==> config.mk <==
export PLATFORM = sky130hd
export DESIGN_NAME = md4_compress
export DESIGN_NICKNAME = d
export VERILOG_FILES = /design/src/rtl/md4_compress.sv
export SDC_FILE = /design/constraint.sdc
export NUM_CORES = 2
export LEC_CHECK = 0
export CORE_UTILIZATION = 55
export CTS_BUF_LIST = sky130_fd_sc_hd__clkbuf_16
export CTS_CLUSTER_DIAMETER = 30
export CTS_CLUSTER_SIZE = 24
export DETAILED_ROUTE_END_ITERATION = 7
export PLACE_DENSITY = 0.81
export SETUP_SLACK_MARGIN = 0.1
export SLEW_MARGIN = 20
export SYNTH_ARGS = -nofsm -noshare
export SYNTH_HDL_FRONTEND = slang
export SYNTH_SLANG_ARGS = --single-unit
==> constraint.sdc <==
create_clock -name clk -period 35.9 [get_ports clk]
set_input_delay 8.975 -clock clk [delete_from_list [all_inputs] [get_ports clk]]
set_output_delay 8.975 -clock clk [all_outputs]
set_load 0.03 [all_outputs]
==> src/rtl/md4_compress.sv <==
// md4_compress: iterative MD4 compression engine.
// Accepts a padded 512-bit block plus a 128-bit chaining state on a rising
// edge of irdy and runs the 48 MD4 steps at UNROLL steps per clock. It then
// presents state + round result on newstate_* with ordy held high.
module md4_compress #(
   parameter int UNROLL = 1
) (
   input  logic         clk,
   input  logic         rst,
   input  logic         irdy,
   input  logic [31:0]  state_a,
   input  logic [31:0]  state_b,
   input  logic [31:0]  state_c,
   input  logic [31:0]  state_d,
   input  logic [511:0] data,
   output logic         ordy,
   output logic [31:0]  newstate_a,
   output logic [31:0]  newstate_b,
   output logic [31:0]  newstate_c,
   output logic [31:0]  newstate_d
);

   // Only divisors of 4 keep the a/b/c/d rotation aligned at every clock.
   if (!(UNROLL == 1 || UNROLL == 2 || UNROLL == 4)) begin : g_bad_unroll
      $error("md4_compress: UNROLL must be 1, 2 or 4");
   end

   typedef enum logic [1:0] {
      S_IDLE,
      S_RUN,
      S_DONE
   } state_t;

   localparam logic [5:0] STEPS_DONE = 6'd48;

   state_t      state_q, state_d_nx;
   logic        irdy_q;
   logic        start;
   logic        load;
   logic        finish;
   logic [5:0]  step_q;
   logic [31:0] a_q, b_q, c_q, d_q;
   logic [31:0] ia_q, ib_q, ic_q, id_q;
   logic [31:0] x_q [16];
   logic [31:0] a_nx, b_nx, c_nx, d_nx;

   // scratch for the combinational step chain
   logic [31:0] wa, wb, wc, wd, f, kc, t;
   logic [5:0]  s;
   logic [3:0]  j;
   logic [3:0]  k;
   logic [4:0]  sh;

   function automatic logic [31:0] bswap32(input logic [31:0] v);
      return {v[7:0], v[15:8], v[23:16], v[31:24]};
   endfunction

   function automatic logic [31:0] rotl(input logic [31:0] v, input logic [4:0] n);
      logic [63:0] w;
      w = {v, v} << n;
      return w[63:32];
   endfunction

   assign start  = irdy & ~irdy_q;
   assign load   = start && (state_q != S_RUN);
   assign finish = (state_q == S_RUN) && (step_q == STEPS_DONE);

   // next-state logic: IDLE/DONE wait for a start edge, RUN ends after step 47
   always_comb begin
      state_d_nx = state_q;
      case (state_q)
         S_IDLE:  if (start) state_d_nx = S_RUN;
         S_RUN:   if (step_q == STEPS_DONE) state_d_nx = S_DONE;
         S_DONE:  if (start) state_d_nx = S_RUN;
         default: state_d_nx = S_IDLE;
      endcase
   end

   // UNROLL chained MD4 steps; the tuple is rotated after every step so the
   // update always lands in slot a and the standard a,d,c,b order falls out
   always_comb begin
      wa = a_q;
      wb = b_q;
      wc = c_q;
      wd = d_q;
      f  = '0;
      kc = '0;
      t  = '0;
      s  = '0;
      j  = '0;
      k  = '0;
      sh = '0;
      for (int unsigned i = 0; i < UNROLL; i++) begin
         s = step_q + 6'(i);
         j = s[3:0];
         case (s[5:4])
            2'd0: begin
               f  = (wb & wc) | (~wb & wd);
               kc = 32'h0000_0000;
               k  = j;
               case (j[1:0])
                  2'd0: sh = 5'd3;
                  2'd1: sh = 5'd7;
                  2'd2: sh = 5'd11;
                  default: sh = 5'd19;
               endcase
            end
            2'd1: begin
               f  = (wb & wc) | (wb & wd) | (wc & wd);
               kc = 32'h5A82_7999;
               k  = {j[1:0], j[3:2]};
               case (j[1:0])
                  2'd0: sh = 5'd3;
                  2'd1: sh = 5'd5;
                  2'd2: sh = 5'd9;
                  default: sh = 5'd13;
               endcase
            end
            default: begin
               f  = wb ^ wc ^ wd;
               kc = 32'h6ED9_EBA1;
               k  = {j[0], j[1], j[2], j[3]};
               case (j[1:0])
                  2'd0: sh = 5'd3;
                  2'd1: sh = 5'd9;
                  2'd2: sh = 5'd11;
                  default: sh = 5'd15;
               endcase
            end
         endcase
         t  = rotl(wa + f + x_q[k] + kc, sh);
         wa = wd;
         wd = wc;
         wc = wb;
         wb = t;
      end
      a_nx = wa;
      b_nx = wb;
      c_nx = wc;
      d_nx = wd;
   end

   // state register, input latch on accept, step advance and result capture
   always_ff @(posedge clk) begin
      if (rst) begin
         state_q    <= S_IDLE;
         irdy_q     <= 1'b0;
         step_q     <= '0;
         ordy       <= 1'b0;
         newstate_a <= '0;
         newstate_b <= '0;
         newstate_c <= '0;
         newstate_d <= '0;
         a_q        <= '0;
         b_q        <= '0;
         c_q        <= '0;
         d_q        <= '0;
         ia_q       <= '0;
         ib_q       <= '0;
         ic_q       <= '0;
         id_q       <= '0;
         for (int unsigned i = 0; i < 16; i++) x_q[i] <= '0;
      end else begin
         irdy_q  <= irdy;
         state_q <= state_d_nx;
         if (load) begin
            ia_q   <= state_a;
            ib_q   <= state_b;
            ic_q   <= state_c;
            id_q   <= state_d;
            a_q    <= state_a;
            b_q    <= state_b;
            c_q    <= state_c;
            d_q    <= state_d;
            step_q <= '0;
            ordy   <= 1'b0;
            for (int unsigned i = 0; i < 16; i++)
               x_q[i] <= bswap32(data[511 - 32*i -: 32]);
         end else if (finish) begin
            newstate_a <= ia_q + a_q;
            newstate_b <= ib_q + b_q;
            newstate_c <= ic_q + c_q;
            newstate_d <= id_q + d_q;
            ordy       <= 1'b1;
         end else if (state_q == S_RUN) begin
            a_q    <= a_nx;
            b_q    <= b_nx;
            c_q    <= c_nx;
            d_q    <= d_nx;
            step_q <= step_q + 6'(UNROLL);
         end
      end
   end

endmodule

## Word-level counts from Yosys, hierarchy flattened

Memories as Yosys holds them, arrays and structs flattened.
Cells that the tools add are included.
W data, S select, Z words.

| word-level totals | value |
|---|---|
| register bits after elaboration | 394 |
| memories kept | 1 |
| memory bits (writable) | 512 |
| output and inout bits | 129 |
| bits of input ports | 643 |
| word-level logic and storage cells | 121 |

Memory list:

| name | words | width | read ports | clocked after Yosys merged registers in | wr ports | RTL line | source |
|---|---|---|---|---|---|---|---|
| x_q | 16 | 32 | 1 | 0 | 16 | 44 | `logic [31:0] x_q [16];` |

| operators by class | value |
|---|---|
| add/sub/neg operators | 8 |
| bitwise operators | 30 |
| equal/unequal tests | 10 |
| shift operators | 1 |
| muxes and demuxes | 43 |
| reduce and logical (&&, ||, !) cells | 12 |

Operators by type and width:

| kind | count |
|---|---|
| $mux W32 | 28 |
| $add A32 B32 Y32 | 7 |
| $and A32 B32 Y32 | 4 |
| $or A32 B32 Y32 | 3 |
| $pmux W32 S2 | 1 |
| $shl A64 B5 Y64 | 1 |
| $xor A32 B32 Y32 | 2 |
| $pmux W31 S2 | 1 |
| $not A32 Y32 | 1 |
| $pmux W4 S3 | 2 |
| $or A1 B1 Y1 | 16 |
| $pmux W5 S3 | 1 |
| $pmux W5 S2 | 1 |
| $pmux W4 S2 | 1 |
| $reduce_and A2 Y1 | 4 |
| $add A6 B1 Y6 const B | 1 |
| $eq A2 B1 Y1 const B | 3 |
| $eq A6 B6 Y1 const B | 1 |
| $logic_not A2 Y1 | 3 |
| $mux W1 | 5 |
| $eq A2 B2 Y1 const B | 2 |
| $mux W2 | 2 |
| $ne A2 B1 Y1 const B | 2 |
| $ne A2 B2 Y1 const B | 2 |
| other kinds (6) | 10 |

## Logic depth before layout (Yosys ltp)

| depth | value |
|---|---|
| depth after elaboration | 11 |
| mapped depth | 26 |
| gate-level depth less buffers | 23 |

## Least setup slack after synthesis

No wires, ideal clock.

| path | value |
|---|---|
| path type | in2reg |
| start | input port irdy |
| end | memory x_q[0][0] (enable) |
| setup time | 4.096 ns |
| arrival time | 19.077 ns |
| buffers on the path | 1 |
| data required time | 31.804 ns |
| cell stages on the path | 5 |
| slack | 12.727 ns |
| path through | nor2b_1 > and2_1 > clkbuf_1 > nor2_1 > clkinv_1 |

RTL lines:

| item | RTL line | source |
|---|---|---|
| start: declaration | 10 | `input logic irdy,` |
| end: declaration | 44 |  |

==> summary.md <==
In this run the post-CTS setup repair buffer count came out at 0. The tools report the capturing point of the worst reg2reg path as b_q[8]$_SDFFE_PP0P_. Dividing total power by cell area gives a power density of 53.83 mW/mm2. In the routed design, unresolved DRC markers number 135.

In the synthesized netlist, the number of instances is 4820. The routed via count came out at 42350. The slowest stage of the critical path belongs to the cell sky130_fd_sc_hd__buf_4.

Data required time of the worst path: 36340 ps. The count of nets left with antenna violations once routing finished came out at 0. The library cell used most frequently in the layout, excluding fill and tap cells, is sky130_fd_sc_hd__nand2_1. A synthesized cell averages 10.21 um2. TritonCTS built the clock tree.

Adding up every negative setup slack in the final design gives 0 ps. Summing the sequential cell areas from Yosys gives 47.25% of the chip area. The signal on the critical path passes through clkdlybuf4s50_1 -> nor2b_1 -> and2_4 -> nor2_1 -> inv_8 -> buf_4 -> buf_4 -> buf_16.

In this run, CTS created clock tree buffers numbering 167. The post-route total power is 3.421 mW, and the largest net degree at the start of global routing is 174. In the final routed layout, each cell accounts on average for 26.40 um.

Timing analysis after detailed placement gives a worst setup slack of 21840 ps. The root buffer cell chosen for the clock tree is sky130_fd_sc_hd__clkbuf_16. Yosys printed 0 warnings.

After layout, the minimum clock period comes to 13150 ps. STA puts the critical path data arrival time at 13590 ps. For the leakage power, the log shows 25.76 nW. Across all register-to-register paths, the minimum setup slack is 27250 ps. Synthesis produced a netlist with a net count of 5722. The tools report the count of final hold-check violations as 0. After clock tree synthesis, the repair step resized 0 gates. The launch point of the critical path is irdy. The worst pin sits at a relative slew slack of 24.99%. At the pin with the least slew margin, the transition time is 1125 ps.

Clock skew on the completed layout was measured at 46.66 ps. The critical path ends at x_q[4][26]$_SDFFCE_PN0P_. Broken down by cell family, the worst path's largest delay share belongs to buffers and inverters. The via count of the first global-routing pass was 40600.

The setup path with the least slack is of type in -> reg. The tools report the initial antenna violation count as 46. VDD sags by at most 51.50 uV. Summing every instance area after synthesis gives 0.04923 mm2.

In this run the horizontal extent of the chip is 301.2 um. In this run, distinct cell masters in the synthesized netlist total 95. The net count of the finished layout came out at 6373. The most frequently used flop master after synthesis was sky130_fd_sc_hd__edfxtp_1. Count of cell instances traversed by the critical path: 8. The CTS clock-pin slew for the worst setup and hold paths is 50 ps, and the total buffers and inverters traversed by the critical path is 5.

Along the worst path, the maximum fanout reaches 115. Setup violations remaining at the end of the flow were counted as 0. The tools report the number of max-cap violations as 0. The cell that appears most often on the critical path is sky130_fd_sc_hd__buf_4.

The flow ran to the end, but the final reports show violations. The largest incremental delay on the critical path is 930 ps, and the full die area is 0.09071 mm2. The H-tree depth reported by CTS is 4, and the TritonCTS sink count is 906.

The nature of the critical path endpoint is a flop. After the first detailed-routing iteration, the DRC count stood at 4783. The number of port buffers is 771, and the fraction of final layout cells with drive strength greater than 1 is 9.086%.

The run gives 0.08851 mm2 as the total core area. The top cell types in the final layout, fill and taps aside, are sky130_fd_sc_hd__nand2_1, sky130_fd_sc_hd__clkdlybuf4s50_1, sky130_fd_sc_hd__edfxtp_1, sky130_fd_sc_hd__a21oi_1, sky130_fd_sc_hd__dfxtp_1. STA classifies the critical path startpoint as an input port. Counting cells, the worst reg-to-reg path comes to 21. Buffers inserted to repair hold after CTS numbered 0.

The logs give 255800 um for the global-route wire length before repair and 22750 ps for the setup slack of the critical path after layout. The total overflow left after global routing is 0. The final critical-path share of the clock period came out at 36.62%. For this design the top-level I/O count stands at 772. For the routability-driven placement congestion ratio, the log shows 0.9875. The logs give 3 for the number of buffers on the longest clock path and 180100 um for the sum of routed wire length over all layers.

The via density per instance was 6.209; the worst hold slack across all endpoints was 450.6 ps. At the end of the flow the core is filled with cells to 71.80%. The worst hold path belongs to the class reg -> reg. The synthesized design contains 906 register bits. Setup repair after global routing left no endpoint under its margin. The logs give 76.06 MHz for the fmax and 0 for the number of max-slew violations in the final report. The die is 301.2 um tall.

The run gives 109 as the floorplan row count. Length of the first detailed-routing pass in iterations: 8. For the worst-skew pair, the clock arrives at the later sink with an insertion delay of 780 ps. The total track usage is 38.55%, and the area overhead of the layout relative to synthesis is 29.09%.

Counting flops with an async set or reset pin after synthesis yields a share of 0%. The initial utilization of the core area, before any placement, comes to 55.62%. The startpoint of the worst register-to-register path was step_q[4]$_SDFFE_PP0P_. Summed over all nets, the half-perimeter wirelength after detailed placement is 128800 um.

Yosys mapped a number of flops with a built-in enable equal to 512. The checks that failed: design-rule violations.
cell families after synthesis:
group | Yosys count | share of synthesized area (%)
and+or+nand+nor | 1757 | 17.28
muxes | 246 | 8.227
AOI/OAI and AO/OA | 1078 | 13.49
xor gates and xnor gates | 130 | 2.313
DFF | 906 | 47.25
adders and majority gates | 259 | 7.970
buffers and inverters | 444 | 3.464
cell type report:
cell class | count | area [um2]
multi-input combinational | 3470 | 24370
timing repair buffer | 814 | 8114
clock inverter | 141 | 1556
sequential | 906 | 23260
fill | 6179 | 24960
inverter | 112 | 432.9
clock buffer | 170 | 4254
antenna | 43 | 107.6
tap | 1165 | 1458
worst min-delay path, delay by kind of cell, from the launching register on:
kind | cells | cell delay [ps]
DFF | 1 | 310
and+or+nand+nor | 1 | 50
AOI/OAI and AO/OA | 1 | 50
per-layer routing:
metal | vias to the layer above | routed length (um) | track usage [%]
met4 | 10 | 12710 | 25.38
met1 | 20360 | 64690 | 46.77
met3 | 520 | 16900 | 7.961
met2 | 2574 | 85700 | 62.28
li1 | 18880 | - | -
met5 | - | 65 | 0
power by group:
part / leakage [nW] / internal, mW / switching [mW]
combinational: 14.3 / 0.234 / 0.328
sequential: 8.67 / 1.18 / 0.0695
clock: 2.80 / 1.03 / 0.585
cells in the mapped netlist (all sizes together) (14+ instances only):
master,n,area (um2)
a211oi,60,450.4
mux4,124,2793
nand3,48,240.2
o21ai,155,783.3
xor2,66,578.1
nand4,19,133.9
nor2b,223,1395
nor2,200,750.7
mux2,23,266.5
nand2b,32,200.2
a31oi,113,706.9
o211ai,17,132.6
a21boi,18,135.1
edfxtp,512,15370
xnor2,64,560.5
a21oi,446,2240
a21o,80,600.6
or3,18,112.6
clkbuf,289,1085
o21a,30,225.2
o22ai,26,162.7
o221ai,14,122.6
dfxtp,394,7888
inv,110,412.9
nor3,43,215.2
and3,343,2146
fa,91,1822
mux2i,99,991.0
ha,168,2102
nand2,776,2913
buf,43,200.2
o31ai,20,168.9
flip-flops by register name, summed over array words and instances (netlist names):
name / cells
a_nx: 32
a_q: 32
b_q: 32
c_q: 32
ia_q: 32
ib_q: 32
ic_q: 32
id_q: 32
irdy_q: 1
newstate_a: 32
newstate_b: 32
newstate_c: 32
newstate_d: 32
ordy: 1
state_q: 2
step_q: 6
x_q: 512
how the worst min path moves through the flow:
stage / start / endpoint / slack (ps) / cells after the start
final: newstate_c[30]$_SDFFE_PP0P_ / newstate_c[30]$_SDFFE_PP0P_ / 450 / 2
after global routing: newstate_a[0]$_SDFFE_PP0P_ / newstate_a[0]$_SDFFE_PP0P_ / 470 / 2
after CTS: newstate_b[30]$_SDFFE_PP0P_ / newstate_b[30]$_SDFFE_PP0P_ / 450 / 2
after detailed placement: newstate_c[13]$_SDFFE_PP0P_ / newstate_c[13]$_SDFFE_PP0P_ / 440 / 2
after global placement: newstate_d[21]$_SDFFE_PP0P_ / newstate_d[21]$_SDFFE_PP0P_ / 440 / 2
after floorplan: ia_q[0]$_SDFFE_PP0P_ / ia_q[0]$_SDFFE_PP0P_ / 440 / 2
through the flow:
step                      cell area [um2]  instances
after global placement              57600       6466
after global routing                63530       6813
after floorplan                     49230       4820
final                               63550       6821
after detailed placement            57600       6466
after CTS                           63410       6777
(Power assumes the default switching activity.)
